### config.mk
export PLATFORM = sky130hd
export DESIGN_NAME = redundant_stream_vote
export DESIGN_NICKNAME = d
export VERILOG_FILES = /design/src/rtl/redundant_stream_vote.sv
export SDC_FILE = /design/constraint.sdc
export NUM_CORES = 1
export LEC_CHECK = 0
export ABC_CLOCK_PERIOD_IN_PS = 2300
export CAP_MARGIN = 40
export CORE_MARGIN = 2
export CORE_UTILIZATION = 47
export CTS_CLUSTER_SIZE = 20
export DETAILED_ROUTE_END_ITERATION = 8
export PLACE_DENSITY = 0.82
export RECOVER_POWER = 100
export SYNTH_ARGS = -nofsm -noshare
export SYNTH_HDL_FRONTEND = slang
export SYNTH_SLANG_ARGS = --single-unit
### constraint.sdc
create_clock -name clk_i -period 2.3 [get_ports clk_i]
set_input_delay 0.23 -clock clk_i [delete_from_list [all_inputs] [get_ports clk_i]]
set_output_delay 0.23 -clock clk_i [all_outputs]
set_load 0.05 [all_outputs]
### src/rtl/redundant_stream_vote.sv
// Votes NUM_IN redundant valid/ready lanes into one stream through a DEPTH-entry
// fall-through FIFO, keeping sticky per-lane fault flags and a saturating error count.
module redundant_stream_vote #(
    parameter type T        = logic,
    parameter int  NUM_IN   = 3,
    parameter bit  MAJORITY = 1'b1,
    parameter int  DEPTH    = 2,
    parameter int  CNT_W    = 8
) (
    input  logic                         clk_i,
    input  logic                         rst_i,
    input  logic                         repeat_i,
    input  logic                         clear_i,
    input  logic [NUM_IN-1:0]            valid_i,
    output logic [NUM_IN-1:0]            ready_o,
    input  logic [NUM_IN*$bits(T)-1:0]   data_i,
    output logic                         valid_o,
    input  logic                         ready_i,
    output T                             data_o,
    output logic                         error_o,
    output logic [NUM_IN-1:0]            fault_o,
    output logic [CNT_W-1:0]             err_cnt_o,
    output logic [$clog2(DEPTH+1)-1:0]   usage_o
);

    localparam int W      = $bits(T);
    localparam int LCNT_W = $clog2(NUM_IN + 1);
    localparam int IDX_W  = $clog2(NUM_IN);
    localparam int PTR_W  = (DEPTH > 1) ? $clog2(DEPTH) : 1;
    localparam int USE_W  = $clog2(DEPTH + 1);
    localparam logic [LCNT_W-1:0] HALF = LCNT_W'(NUM_IN / 2);

    generate
        if (NUM_IN < 2) begin : g_bad_num_in
            $error("redundant_stream_vote: NUM_IN must be at least 2");
        end
        if (MAJORITY && NUM_IN == 2) begin : g_bad_majority
            $error("redundant_stream_vote: MAJORITY=1 needs NUM_IN of at least 3");
        end
        if (DEPTH < 1) begin : g_bad_depth
            $error("redundant_stream_vote: DEPTH must be at least 1");
        end
    endgenerate

    T                  lane_data [NUM_IN];
    logic [LCNT_W-1:0] agree_cnt [NUM_IN];
    logic              all_equal;
    logic              unanimous;
    logic              maj_found;
    logic [IDX_W-1:0]  maj_idx;
    logic              vote_ok;
    T                  candidate;
    logic [NUM_IN-1:0] dissent;
    logic              accept;
    logic              full;
    logic              empty;
    logic              push;
    logic              pop;
    T                  mem [DEPTH];
    logic [PTR_W-1:0]  rd_ptr;
    logic [PTR_W-1:0]  wr_ptr;
    logic [USE_W-1:0]  usage;

    function automatic logic [PTR_W-1:0] ptr_inc(input logic [PTR_W-1:0] p);
        return (p == PTR_W'(DEPTH - 1)) ? '0 : p + PTR_W'(1);
    endfunction

    always_comb begin
        for (int i = 0; i < NUM_IN; i++) begin
            lane_data[i] = T'(data_i[i*W +: W]);
        end
    end

    // Each lane counts how many valid lanes (itself included) carry its payload.
    always_comb begin
        for (int k = 0; k < NUM_IN; k++) begin
            agree_cnt[k] = '0;
            for (int i = 0; i < NUM_IN; i++) begin
                if (valid_i[i] && valid_i[k] && lane_data[i] == lane_data[k]) begin
                    agree_cnt[k] = agree_cnt[k] + LCNT_W'(1);
                end
            end
        end
    end

    always_comb begin
        maj_found = 1'b0;
        maj_idx   = '0;
        for (int k = NUM_IN - 1; k >= 0; k--) begin
            if (agree_cnt[k] > HALF) begin
                maj_found = 1'b1;
                maj_idx   = IDX_W'(k);
            end
        end
    end

    always_comb begin
        all_equal = 1'b1;
        for (int i = 1; i < NUM_IN; i++) begin
            if (lane_data[i] != lane_data[0]) begin
                all_equal = 1'b0;
            end
        end
    end

    assign unanimous = (&valid_i) && all_equal;
    assign error_o   = (|valid_i) && !unanimous;

    always_comb begin
        vote_ok   = MAJORITY ? maj_found : unanimous;
        candidate = MAJORITY ? lane_data[maj_idx] : lane_data[0];
        for (int i = 0; i < NUM_IN; i++) begin
            dissent[i] = !(valid_i[i] && lane_data[i] == candidate);
        end
    end

    // Full blocks acceptance even when the head pops this cycle, so ready_o never depends on ready_i when full.
    assign full    = (usage == USE_W'(DEPTH));
    assign empty   = (usage == '0);
    assign accept  = vote_ok && !repeat_i && !full;
    assign ready_o = {NUM_IN{accept}};
    assign valid_o = !empty || accept;
    assign data_o  = empty ? candidate : mem[rd_ptr];
    assign pop     = !empty && ready_i;
    assign push    = accept && !(empty && ready_i);
    assign usage_o = usage;

    always_ff @(posedge clk_i) begin
        if (push) begin
            mem[wr_ptr] <= candidate;
        end
    end

    always_ff @(posedge clk_i) begin
        if (rst_i) begin
            rd_ptr <= '0;
            wr_ptr <= '0;
            usage  <= '0;
        end else begin
            if (push) begin
                wr_ptr <= ptr_inc(wr_ptr);
            end
            if (pop) begin
                rd_ptr <= ptr_inc(rd_ptr);
            end
            if (push && !pop) begin
                usage <= usage + USE_W'(1);
            end else if (pop && !push) begin
                usage <= usage - USE_W'(1);
            end
        end
    end

    // Clear outranks a same-cycle fault set or count increment.
    always_ff @(posedge clk_i) begin
        if (rst_i || clear_i) begin
            fault_o   <= '0;
            err_cnt_o <= '0;
        end else begin
            if (accept) begin
                fault_o <= fault_o | dissent;
            end
            if (error_o && err_cnt_o != '1) begin
                err_cnt_o <= err_cnt_o + CNT_W'(1);
            end
        end
    end

    a_usage_bound: assert property (@(posedge clk_i) disable iff (rst_i)
        usage <= USE_W'(DEPTH));

    a_output_stable: assert property (@(posedge clk_i) disable iff (rst_i)
        (valid_o && !ready_i) |=> (valid_o && data_o == $past(data_o)));

endmodule
==> impl_metrics.env <==
export IMPL_syn_inst=130
export IMPL_fill_cells=181
export IMPL_finalNetCount=171
export IMPL_dpl_hpwl_um=1750
export IMPL_worstPathArrival_ns=1.96
export IMPL_synth_xor_area_share_pct=6.51
export IMPL_drv_cap=0
export IMPL_start_util_pct=49.1
export IMPL_final_period_utilization_pct=95.1
export IMPL_critPathTopFamily="buffers and inverters"
export IMPL_ant_nets=0
export IMPL_syn_area_per_cell_um2=8.28
export IMPL_final_area_mm2=0.00140
export IMPL_combPwrFrac_pct=26.6
export IMPL_cts_sinks=18
export IMPL_p_seq_share_pct=46.9
export IMPL_areaGrowthSynthToFinish_pct=29.8
export IMPL_cts_tree="done"
export IMPL_synth_compound_area_share_pct=19.9
export IMPL_syn_cell_area_mm2=0.00108
export IMPL_pin_count=30
export IMPL_cts_hold_buffers=0
export IMPL_pwr_share_clk_pct=26.5
export IMPL_die_area_mm2=0.00269
export IMPL_slew_viol_final=0
export IMPL_cpPeakStageDelay_ns=0.64
export IMPL_grt_pass1_vias=946
export IMPL_setup_ws_ns=0.113
export IMPL_irDropWorstVdd_uv=334
export IMPL_muxShareOfSynthArea_pct=0
export IMPL_cts_clk_slew_worst_paths_ns=0.10
export IMPL_grt_pass1_wl_um=4040
export IMPL_sw_frac_of_total_pct=31.5
export IMPL_clk_insertion_delay_late_ns=0.28
export IMPL_antenna_found_initial=0
export IMPL_die_w_um=51.8
export IMPL_max_freq_mhz=457
export IMPL_grt_total_usage_pct=19.4
export IMPL_drt_wl_total_um=2230
export IMPL_hold_path_depth=2
export IMPL_rows=17
export IMPL_critPathSlowestCell="clkdlybuf4s50_1"
export IMPL_intPower_w=0.000493
export IMPL_holdWs_ns=0.465
export IMPL_fin_crit_ns=2.19
export IMPL_worstSetupStartpointType="input port"
export IMPL_drt_iter0_drc=5
export IMPL_tightest_slew_ns=0.591
export IMPL_tns_ns=0
export IMPL_wl_per_cell_um=12.0
export IMPL_final_cell_mix="nor2_1 (17), dfxtp_1 (16), nand2_1 (15), dlygate4sd3_1 (15), o21ai_0 (9)"
export IMPL_worst_r2r_path_depth=6
export IMPL_core_area_mm2=0.00219
export IMPL_antenna_cells=0
export IMPL_ys_warn_count=0
export IMPL_grt_start_max_net_pins=11
export IMPL_synthArstFlopShare_pct=0
export IMPL_p_sw_w=0.000226
export IMPL_yosysSeqAreaShare_pct=35.3
export IMPL_cts_buffers=3
export IMPL_synthSimpleGateAreaFrac_pct=31.0
export IMPL_cts_root_buf="clkbuf_4"
export IMPL_required_ns=2.07
export IMPL_hold_class="flop to flop"
export IMPL_via_per_inst=5.30
export IMPL_synth_top_family_by_area="simple AND/OR/NAND/NOR gates"
export IMPL_crit_cells=7
export IMPL_clk_path_buf_depth=2
export IMPL_vias=986
export IMPL_status="complete, no violations"
export IMPL_cts_resized=0
export IMPL_drcViolationCount=0
export IMPL_layout_drive_gt1_share_pct=12.7
export IMPL_die_y_um=51.8
export IMPL_dp_worst_setup_slack_ns=0.0256
export IMPL_slew_headroom_pct=60.8
export IMPL_critPathBufInv=4
export IMPL_synth_edff_count=2
export IMPL_placed_cell_area_mm2=0.00141
export IMPL_final_hold_viol_count=0
export IMPL_crit_chain="clkdlybuf4s50_1, inv_1, a211o_1, a41oi_4, or2_1, inv_2, buf_4"
export IMPL_clock_skew_ns=0.00305
export IMPL_synth_cell_type_count=40
export IMPL_drtPass1Iterations=4
export IMPL_power_total_w=0.000719
export IMPL_port_buffers=29
export IMPL_setup_viol=0
export IMPL_final_common_cell="nor2_1"
export IMPL_gp_congestion=0.785
export IMPL_critical_path_class="input port to output port"
export IMPL_synth_seq_cells=18
export IMPL_leakage_nw=0.577
export IMPL_grt_setup_unrepaired="false"
export IMPL_synthAdderAreaFrac_pct=1.16
export IMPL_endpoint_kind="output port"
export IMPL_cts_max_level=1
export IMPL_crit_fanout=9
export IMPL_p_per_area_mw_per_mm2=515
export IMPL_yosys_most_used_dff="dfxtp_1"
export IMPL_postCtsSetupRepairBufs=0
export IMPL_synth_nets=142
export IMPL_overflow=0
==> logic make-up after synthesis <==
family / after synthesis
adder cells (fa/ha/maj): 1
AO/OA/AOI/OAI: 27
AND/OR/NAND/NOR: 64
XOR/XNOR: 8
flip-flops: 18
buffers and inverters: 12
==> through the flow <==
stage | instances | utilization, %
6_report | 186 | 63.7
5_1_grt | 186 | 63.7
4_1_cts | 186 | 65.8
3_5_place_dp | 182 | 64.1
3_3_place_gp | 182 | 64.1
2_1_floorplan | 130 | -
==> final cells by class <==
| class | instances | area [um2] | share of cell area [%] |
|---|---|---|---|
| repair buffers | 31 | 302 | 21.6 |
| inverters | 5 | 18.8 | 1.34 |
| clock buffers | 4 | 36.3 | 2.60 |
| multi-input cells | 100 | 624 | 44.7 |
| flip-flops and latches | 18 | 380 | 27.2 |
| well taps | 28 | 35.0 | 2.51 |
==> power by group through the flow <==
| stage | clock (W) | combinational, W | sequential, W |
|---|---|---|---|
| 6_report | 0.000190 | 0.000191 | 0.000337 |
| 2_1_floorplan | 0 | 0.000117 | 0.000362 |
| 4_1_cts | 0.000196 | 0.000214 | 0.000338 |
| 3_5_place_dp | 0 | 0.000213 | 0.000345 |
| 5_1_grt | 0.000210 | 0.000206 | 0.000340 |
| 3_3_place_gp | 0 | 0.000210 | 0.000344 |
==> worst paths after layout <==
path / from / end / slack [ns]
worst max-delay path: data_i[0] / ready_o[2] / 0.11
worst min-delay path: fault_o[2] / fault_o[2] / 0.47
worst max register to register: err_cnt_o[0] / err_cnt_o[3] / 0.48
worst min register to register: fault_o[2] / fault_o[2] / 0.47
==> sequential cells by signal (all words and copies together) (netlist names), named ones only <==
signal	cells
wr_ptr	1
rd_ptr	1
usage_o	2
mem	2
err_cnt_o	8
fault_o	3
==> routing by layer <==
metal / up-vias / GRT usage, % / share of wire, %
met4: 0 / 6.14 / 0.45
met3: 2 / 2.59 / 3.9
li1: 514 / - / -
met2: 18 / 31.2 / 48
met5: - / 0 / 0
met1: 452 / 26.8 / 48
==> cell usage after synthesis, types with 2 or more instances <==
| cell type | instances | area share [%] |
|---|---|---|
| nand3_1 | 6 | 2.8 |
| a21oi_1 | 5 | 2.3 |
| xor2_1 | 2 | 1.6 |
| nor3b_1 | 3 | 2.1 |
| inv_1 | 5 | 1.7 |
| buf_4 | 5 | 3.5 |
| nand2_1 | 15 | 5.2 |
| nor2b_1 | 3 | 1.7 |
| xnor2_1 | 6 | 4.9 |
| edfxtp_1 | 2 | 5.6 |
| dfxtp_1 | 16 | 30 |
| or3_1 | 2 | 1.2 |
| o21ai_0 | 9 | 4.2 |
| nor3_1 | 6 | 2.8 |
| nor2_1 | 17 | 5.9 |
| and3_1 | 3 | 1.7 |
| a21boi_0 | 2 | 1.4 |
==> worst register-to-register path: cells and delay by family (launching register included) <==
family	cells	cell delay (ns)
simple gates	3	0.68
flops	1	0.37
fa+ha+maj	1	0.26
compound gates	1	0.24
xor+xnor	1	0.17
Note: power is estimated with default switching activity, not from simulation.
